--- config.mk ---
export PLATFORM = sky130hd
export DESIGN_NAME = elevator_car_ctrl
export DESIGN_NICKNAME = d
export VERILOG_FILES = /design/src/rtl/elevator_car_ctrl.sv
export SDC_FILE = /design/constraint.sdc
export NUM_CORES = 1
export LEC_CHECK = 0
export CORE_UTILIZATION = 40
export DETAILED_ROUTE_END_ITERATION = 10
export HOLD_SLACK_MARGIN = 0.06
export PLACE_DENSITY_LB_ADDON = 0.2
export SYNTH_ARGS = -nofsm -noshare
export SYNTH_HDL_FRONTEND = slang
export SYNTH_SLANG_ARGS = --single-unit
export TNS_END_PERCENT = 10
--- constraint.sdc ---
create_clock -name CLK -period 2.6 [get_ports CLK]
set_input_delay 0.52 -clock CLK [delete_from_list [all_inputs] [get_ports CLK]]
set_output_delay 0.52 -clock CLK [all_outputs]
set_load 0.005 [all_outputs]
--- src/rtl/elevator_car_ctrl.sv ---
// Elevator car controller for floors 0..4: directional hall-call service with
// timed one-floor travel, a one-cycle arrival decision and a timed door dwell.
module elevator_car_ctrl #(
    parameter int MOVE_CYCLES = 8,
    parameter int DOOR_CYCLES = 6
) (
    input  logic       CLK,
    input  logic       RST,
    input  logic [4:0] Up_Queue,
    input  logic [4:0] Down_Queue,
    output logic [4:0] Up_Clear,
    output logic [4:0] Down_Clear,
    output logic [2:0] Floor,
    output logic [1:0] Dir,
    output logic       Door_Open,
    output logic       Moving
);
    // state  | meaning
    // IDLE   | parked with door closed, waiting for a call
    // MOVE   | travelling one floor, move timer counting down
    // ARRIVE | single-cycle stop/continue decision at the new floor
    // DOOR   | door open at the current floor, dwell timer counting down
    typedef enum logic [1:0] {
        S_IDLE   = 2'd0,
        S_MOVE   = 2'd1,
        S_ARRIVE = 2'd2,
        S_DOOR   = 2'd3
    } state_t;

    localparam int CNT_MAX = (MOVE_CYCLES > DOOR_CYCLES) ? MOVE_CYCLES : DOOR_CYCLES;
    localparam int CW      = $clog2(CNT_MAX + 1);
    localparam logic [CW-1:0] MOVE_LOAD = CW'(MOVE_CYCLES - 1);
    localparam logic [CW-1:0] DOOR_LOAD = CW'(DOOR_CYCLES - 1);
    localparam logic [1:0] DIR_IDLE  = 2'b00;
    localparam logic [1:0] DIR_UP    = 2'b01;
    localparam logic [1:0] DIR_DN    = 2'b10;
    localparam logic [2:0] TOP_FLOOR = 3'd4;

    state_t        state_q, state_n;
    logic [CW-1:0] move_cnt_q, move_cnt_n;
    logic [CW-1:0] door_cnt_q, door_cnt_n;
    logic [2:0]    floor_n;
    logic [1:0]    dir_n;
    logic [4:0]    up_clr_n, dn_clr_n;
    logic          mask_q;
    logic [4:0]    req, floor_bit;
    logic          above, below, here, up_here, dn_here;
    logic          stop, open_door, go_up, go_dn;

    always_comb begin
        req   = Up_Queue | Down_Queue;
        above = 1'b0;
        below = 1'b0;
        for (int k = 0; k < 5; k++) begin
            if (req[k] && (3'(k) > Floor)) above = 1'b1;
            if (req[k] && (3'(k) < Floor)) below = 1'b1;
        end
        floor_bit = 5'b00001 << Floor;
        up_here   = |(Up_Queue & floor_bit);
        dn_here   = |(Down_Queue & floor_bit);
        // The queue owner drops a cleared bit late, so the current floor is
        // ignored while a pulse is out and for the cycle after it.
        here      = (up_here || dn_here) && !mask_q;
    end

    always_comb begin
        state_n    = state_q;
        floor_n    = Floor;
        dir_n      = Dir;
        move_cnt_n = move_cnt_q;
        door_cnt_n = door_cnt_q;
        up_clr_n   = '0;
        dn_clr_n   = '0;
        stop       = 1'b0;
        open_door  = 1'b0;
        go_up      = 1'b0;
        go_dn      = 1'b0;
        case (state_q)
            S_IDLE: begin
                if (here)       open_door = 1'b1;
                else if (above) go_up     = 1'b1;
                else if (below) go_dn     = 1'b1;
                else            dir_n     = DIR_IDLE;
            end
            S_MOVE: begin
                if (move_cnt_q == '0) begin
                    if (Dir == DIR_UP && Floor != TOP_FLOOR)  floor_n = Floor + 3'd1;
                    else if (Dir == DIR_DN && Floor != 3'd0)  floor_n = Floor - 3'd1;
                    state_n = S_ARRIVE;
                end else begin
                    move_cnt_n = move_cnt_q - 1'b1;
                end
            end
            S_ARRIVE: begin
                if (Dir == DIR_UP)
                    stop = up_here || (dn_here && !above) || (Floor == TOP_FLOOR);
                else if (Dir == DIR_DN)
                    stop = dn_here || (up_here && !below) || (Floor == 3'd0);
                else
                    stop = 1'b1;
                if (!stop) begin
                    state_n    = S_MOVE;
                    move_cnt_n = MOVE_LOAD;
                end else if (here) begin
                    open_door = 1'b1;
                end else begin
                    state_n = S_IDLE;
                    dir_n   = DIR_IDLE;
                end
            end
            S_DOOR: begin
                if (here) begin
                    open_door = 1'b1;
                end else if (door_cnt_q != '0) begin
                    door_cnt_n = door_cnt_q - 1'b1;
                end else if (Dir == DIR_DN) begin
                    if (below)      go_dn = 1'b1;
                    else if (above) go_up = 1'b1;
                    else begin
                        state_n = S_IDLE;
                        dir_n   = DIR_IDLE;
                    end
                end else begin
                    if (above)      go_up = 1'b1;
                    else if (below) go_dn = 1'b1;
                    else begin
                        state_n = S_IDLE;
                        dir_n   = DIR_IDLE;
                    end
                end
            end
            default: state_n = S_IDLE;
        endcase

        if (open_door) begin
            state_n    = S_DOOR;
            door_cnt_n = DOOR_LOAD;
            up_clr_n   = Up_Queue & floor_bit;
            dn_clr_n   = Down_Queue & floor_bit;
        end
        if (go_up) begin
            state_n    = S_MOVE;
            dir_n      = DIR_UP;
            move_cnt_n = MOVE_LOAD;
        end
        if (go_dn) begin
            state_n    = S_MOVE;
            dir_n      = DIR_DN;
            move_cnt_n = MOVE_LOAD;
        end
    end

    always_ff @(posedge CLK or posedge RST) begin
        if (RST) begin
            state_q    <= S_IDLE;
            Floor      <= 3'd0;
            Dir        <= DIR_IDLE;
            move_cnt_q <= '0;
            door_cnt_q <= '0;
            Up_Clear   <= '0;
            Down_Clear <= '0;
            Door_Open  <= 1'b0;
            Moving     <= 1'b0;
            mask_q     <= 1'b0;
        end else begin
            state_q    <= state_n;
            Floor      <= floor_n;
            Dir        <= dir_n;
            move_cnt_q <= move_cnt_n;
            door_cnt_q <= door_cnt_n;
            Up_Clear   <= up_clr_n;
            Down_Clear <= dn_clr_n;
            Door_Open  <= (state_n == S_DOOR);
            Moving     <= (state_n == S_MOVE);
            mask_q     <= (|up_clr_n) || (|dn_clr_n) || (|Up_Clear) || (|Down_Clear);
        end
    end
endmodule
==> reports/qor.txt, run 1 <==
outcome -> finished with violations
failing checks -> DRC, setup timing
FF/Latch Area -> 703 um^2
max-slew violations -> 0
Max Root-Sink Buffers -> 2
largest net degree at the start of global routing -> 29
DR DRC count -> 3
antenna violations before repair -> 0
predominant post-synthesis flop cell -> dfrtp_1
Switch Pwr -> 0.00149 W
Yosys Warn Count -> 0
min Tclk post-route -> 2.63 ns
Post-Synth XOR/XNOR Area -> 0.918%
max_slew headroom -> 73.0%
PwrDens -> 1280 mW/mm^2
CTS Buf Count -> 3
Gate power share -> 69.3%
async set or reset register ratio after synthesis -> 100%
pre-CTS WS -> -0.381 ns
reg2reg path depth -> 10
slack of the critical path -> -0.0295 ns
WL final -> 4970 um
Fmax -> 380 MHz
setup repair after global routing missed its margin -> yes
Mean Syn Cell Area -> 8.52 um^2
clk_lat worst skew -> 0.28 ns
Worst R2R Start -> Floor[0]
number of placed I/O pins -> 29
DR iter-0 viols -> 83
mapped cell area -> 0.00191 mm^2
DP Cell Count -> 332
post-synthesis simple-gate area fraction -> 22.4%
WS Path Type -> primary input to flip-flop
hold_ws -> 0.517 ns
Synth Area in Adders -> 8.52%
Worst VDD drop -> 662 uV
synthesized netlist net count -> 249
Clock Pin Slew Worst Setup and Hold Paths -> 0.09 ns
GP Congestion -> 0.917
footprint of the multi-input gates -> 0.00120 mm^2
maxcap violations -> 0
sequential area share after synthesis -> 36.7%
Rows -> 24
clk sink count -> 28
static leakage -> 1.29 nW
number of global-route vias before repair -> 1735
H-tree depth -> 1
post-route insts no fill -> 349
Via Count -> 1891
router iterations before antenna repair -> 7
Sequential Power Share -> 21.1%
worst slew pin tran -> 0.404 ns
DR vias/cell -> 5.42
Startpoint Class -> primary input
proportion of layout cells with a drive suffix above 1 -> 27.9%
Req. time, crit path -> 2.77 ns
P_int -> 0.00210 W
CTS tree -> built
area grow syn2layout -> 46.6%
critical path peak fanout -> 4
first-pass GRT wire length -> 8180 um
post-synthesis mux area share -> 1.57%
critical path arrival -> 2.80 ns
largest family of logic cells by synthesized area -> compound AO/OA/AOI/OAI gates
Total Routing Usage GR -> 20.2%
Hold WC Path Type -> flip-flop to flip-flop
Die W -> 71.1 um
Worst Skew -> 0.00661 ns
Period Utilization, post-route -> 101%
Port Buffers -> 28
CTS Root Cell -> clkbuf_8
gr ovfl total -> 0
Total Nets Final -> 323
Switching Fraction -> 41.6%
fill count -> 382
r2r endpoint -> Door_Open
core area -> 0.00447 mm^2
Synth Area in Compound Gates -> 23.4%
synth unique cells -> 50
Clk pwr share -> 9.6%
Post-Synthesis Cells -> 224
die area -> 0.00505 mm^2
hold buffer count at CTS -> 0
DRT antenna net count -> 0
drt wl/cell -> 14.3 um
CP endpoint -> Door_Open
Reg2Reg Setup Slack -> 0 ns
initial core utilization -> 42.6%
die height -> 71.1 um
Post-synth EDFFs -> 0
ant diodes -> 0
synthesis-stage register bit count -> 28
Crit. End Element -> flip-flop
hpwl dp -> 3620 um
Critical path origin -> Up_Queue[2]
final setup vio count -> 1
final hold vios -> 0
-- what timing repair did --
action / 4_1_cts / 5_1_grt
setup endpoints to repair: 21 / 23
setup buffers: 3 / 10
pin swaps: 1 / 14
resized for setup: 8 / 21
-- layer usage --
layer	GRT usage (%)	wire length (um)
met3	3.28	184
met4	3.33	25
met2	31.6	2380
met5	0	0
met1	30.0	2390
-- flip-flops by register name, summed over array words and instances (netlist names) --
| signal | flops |
|---|---|
| Dir | 2 |
| mask_q | 1 |
| state_q | 2 |
| door_cnt_q | 4 |
| move_cnt_q | 4 |
| Up_Clear | 5 |
| Floor | 3 |
| Door_Open | 1 |
| Down_Clear | 5 |
| Moving | 1 |
-- how the worst min path moves through the flow --
| stage | slack, ns | cells past startpoint | to | from |
|---|---|---|---|---|
| 6_report | 0.52 | 2 | mask_q | Down_Clear[4] |
| 5_1_grt | 0.56 | 2 | mask_q | Up_Clear[1] |
| 4_1_cts | 0.53 | 2 | mask_q | Down_Clear[4] |
| 3_5_place_dp | 0.50 | 2 | mask_q | Down_Clear[4] |
| 3_3_place_gp | 0.49 | 2 | mask_q | Down_Clear[4] |
| 2_1_floorplan | 0.48 | 2 | mask_q | Down_Clear[1] |
-- cell type report --
cell class                      instances  share of cell area [%]
Multi-Input combinational cell        169                    42.8
Sequential cell                        28                    25.1
Timing Repair Buffer                   79                    24.7
Inverter                               17                    2.46
Tap cell                               52                    2.33
Clock buffer                            3                    1.48
Clock inverter                          1                    1.07
-- stage by stage --
stage | utilization [%] | instance area, um^2 | power [W] | TNS, ns
finish | 62.5 | 2800 | 0.00359 | -0.0295
CTS | 58.9 | 2640 | 0.00335 | 0
detailed placement | 56.2 | 2510 | 0.00292 | -6.13
floorplan | - | 1950 | 0.00213 | -1.48
global route | 62.5 | 2800 | 0.00390 | -1.00
global placement | 56.2 | 2510 | 0.00289 | -5.67
-- synth_stat cells, types with 6 or more instances --
cell	instances	share of area (%)
and3_1	7	2.3
a21oi_1	12	3.1
inv_1	17	3.3
dfrtp_1	28	37
nand2_1	17	3.3
o21ai_0	16	4.2
nand3_1	6	1.6
ha_1	13	8.5
o22ai_1	6	2.0
nor3_1	6	1.6
nor2_1	22	4.3
-- cells by family (layout without fill, tap and decap cells) --
group                    Yosys count  count (layout)
AO/OA/AOI/OAI                     68              68
XOR/XNOR                           2               2
adder cells (fa/ha/maj)           13              13
buffers and inverters             27             100
flip-flops                        28              28
multiplexers                       3               3
AND/OR/NAND/NOR                   83              83
-- critical path, stage by stage --
cell and delay [ns]:
clkdlybuf4s50_1 0.48, nor2_2 0.15, o21ai_1 0.08, a221o_1 0.36, buf_6 0.13, o41a_1 0.43
o21a_1 0.19, o31a_1 0.32, nor2b_1 0.14
-- power by group through the flow --
stage	clock (W)	sequential, W	combinational [W]
6_report	0.000345	0.000757	0.00249
5_1_grt	0.000374	0.000783	0.00274
4_1_cts	0.000359	0.000753	0.00224
3_5_place_dp	0	0.000760	0.00216
3_3_place_gp	0	0.000754	0.00213
2_1_floorplan	0	0.000713	0.00142
-- cell usage in the layout, fill, tap and decap left out, types with 3 or more instances in the layout --
master	instances
o21a_1	3
o21ai_1	4
o21ai_0	15
a21oi_1	11
nor2b_4	3
or2_2	3
dfrtp_1	26
nand3_1	6
o2111ai_1	4
and3_1	7
mux2i_1	3
nor2_1	18
buf_6	3
clkdlybuf4s50_1	26
clkbuf_8	3
nor3_1	6
nand2_1	17
nand2b_1	4
ha_1	11
buf_4	47
inv_1	15
o22ai_1	5
nor2_2	4
Power figures use the tool's default switching activity.
==> run 2, diff against run 1 <==
- CORE_UTILIZATION: 40 -> 49
==> run 2 against run 1 <==
The flow finishes with violations (setup timing). Non-clock buffer count decreased by 7. Combinational power fell by 2%. Critical endpoint unchanged. Count of clock-buffer cells in the layout rose by 1. Clock power decreased by 19%. Utilization up 11 points. Largest power group unchanged. Sequential share of layout area grew 0.75 points. Final area down 2.9%.
==> reports/qor.txt, run 2 (synthesized netlist as in run 1, its figures left out) <==
largest net degree at the start of global routing -> 29
PwrDens -> 1280 mW/mm^2
Max Root-Sink Buffers -> 2
clk sink count -> 28
DRT antenna net count -> 0
slack of the critical path -> -0.0504 ns
Switching Fraction -> 43.2%
hpwl dp -> 3570 um
CP max stage cell -> clkdlybuf4s50_1
Port Buffers -> 28
Period Utilization, post-route -> 102%
H-tree depth -> 1
commonest non-fill, non-tap cells in the layout -> buf_4, dfrtp_1, clkdlybuf4s50_1, nor2_1, nand2_1
maxcap violations -> 0
critical path arrival -> 2.83 ns
critical path peak fanout -> 6
outcome -> finished with violations
proportion of layout cells with a drive suffix above 1 -> 28.6%
Total Routing Usage GR -> 25.0%
number of placed I/O pins -> 29
Via Count -> 1901
GP Congestion -> 0.893
router iterations before antenna repair -> 4
final hold vios -> 0
top flop regs -> Down_Clear: 5 flops, Up_Clear: 5 flops
final setup vio count -> 2
Die W -> 64.4 um
Area after DPL -> 0.00249 mm^2
worst slew pin tran -> 0.448 ns
area grow syn2layout -> 42.4%
static leakage -> 1.24 nW
pre-CTS WS -> -0.382 ns
number of global-route vias before repair -> 1707
Total Nets Final -> 316
first-pass GRT wire length -> 7940 um
Worst Skew -> 0.00274 ns
die area -> 0.00415 mm^2
hold_ws -> 0.517 ns
Gate power share -> 70.2%
CTS Buf Count -> 3
setup repair after global routing missed its margin -> yes
fill count -> 278
max-slew violations -> 0
max_slew headroom -> 70.1%
CTS tree -> built
ant diodes -> 0
Clk pwr share -> 8.0%
DR DRC count -> 0
Crit. End Element -> flip-flop
Sequential Power Share -> 21.8%
Worst VDD drop -> 891 uV
gr ovfl total -> 0
Req. time, crit path -> 2.78 ns
Fmax -> 377 MHz
Clock Pin Slew Worst Setup and Hold Paths -> 0.10 ns
drt wl/cell -> 15.1 um
die height -> 64.4 um
P_int -> 0.00197 W
WL final -> 5100 um
CTS Root Cell -> clkbuf_8
Startpoint Class -> primary input
design area -> 0.00272 mm^2
DR vias/cell -> 5.62
WP buf/inv -> 2
DP Cell Count -> 325
Rows -> 22
Switch Pwr -> 0.00150 W
Critical Path Max Stage Delay -> 0.46 ns
WS Path Type -> primary input to flip-flop
antenna violations before repair -> 0
Hold WC Path Type -> flip-flop to flip-flop
post-route insts no fill -> 338
commonest non-fill, non-tap cell in the layout -> buf_4
crit-path cells -> clkdlybuf4s50_1, nor2_2, o21ai_1, a221o_1, buf_6, o41a_1, o21a_1, o31a_1, nor2b_1
min Tclk post-route -> 2.65 ns
initial core utilization -> 51.7%
failing checks -> setup timing
clk_lat worst skew -> 0.28 ns
core area -> 0.00369 mm^2
DR iter-0 viols -> 120
CP top delay family -> compound AO/OA/AOI/OAI gates
Fin Setup TNS -> -0.0573 ns
run 2: cell types whose count changed in the layout (fill, tap and decap cells not counted), sizes merged:
cell,delta
buf,-7
bufinv,-1
clkbuf,+1
run 2: area by class of cell:
class | instances | area, um^2 | share of cell area, %
clock buffer | 4 | 55.1 | 2.03
multi-input combinational | 169 | 1200 | 44.1
sequential | 28 | 703 | 25.9
timing repair buffer | 72 | 632 | 23.3
tap | 48 | 60.1 | 2.21
inverter | 17 | 68.8 | 2.53
run 2: worst register-to-register path, stage by stage, from the launching register on:
cell	delay (ns)
dfrtp_2	0.46
buf_4	0.16
ha_4	0.15
buf_4	0.13
a22oi_2	0.17
o21a_1	0.16
and2_4	0.15
a21oi_2	0.08
o41a_1	0.41
o21a_1	0.18
o31a_1	0.30
nor2b_1	0.14
run 2: per-stage QoR:
stage | total power, W | util (%)
floorplan | 0.00213 | -
global placement | 0.00285 | 67.4
detailed placement | 0.00289 | 67.4
CTS | 0.00323 | 69.6
global route | 0.00373 | 73.6
finish | 0.00347 | 73.6
run 2: worst paths after layout:
kind                            slack [ns]        start       endpoint  cells after the start
worst max-delay path                 -0.05  Up_Queue[1]      Door_Open                      9
worst min-delay path                  0.52  Up_Clear[1]         mask_q                      2
worst max register to register           0     Floor[1]      Door_Open                     11
worst min register to register        0.52  Up_Clear[1]         mask_q                      2
max in group asynchronous             1.72          RST       Floor[0]                      3
min in group asynchronous             0.60          RST  Down_Clear[4]                      3
run 2: layer usage:
layer / up-vias / wire length [um] / GRT usage [%]
met3: 4 / 172 / 3.21
met2: 45 / 2510 / 40.4
met4: 0 / 33 / 6.94
li1: 935 / - / -
met5: - / 0 / 0
met1: 917 / 2380 / 34.8
run 2: power by group through the flow:
stage	sequential [W]	combinational [W]	clock (W)
final	0.000755	0.00243	0.000278
after floorplan	0.000713	0.00142	0
after CTS	0.000757	0.00219	0.000279
after detailed placement	0.000759	0.00213	0
after global placement	0.000754	0.00209	0
after global routing	0.000783	0.00265	0.000300
run 2: timing repair:
action                     in CTS  in global routing
pin swaps                       2                 15
resized for setup               8                 23
hold buffers                    0                  0
setup endpoints to repair      17                 20
setup buffers                   0                  9
==> run 3, diff against run 2 <==
- CTS_CLUSTER_DIAMETER: unset -> 100
==> results of run 3 <==
No change in the layout: final DEF, timing and power equal those of run 2.
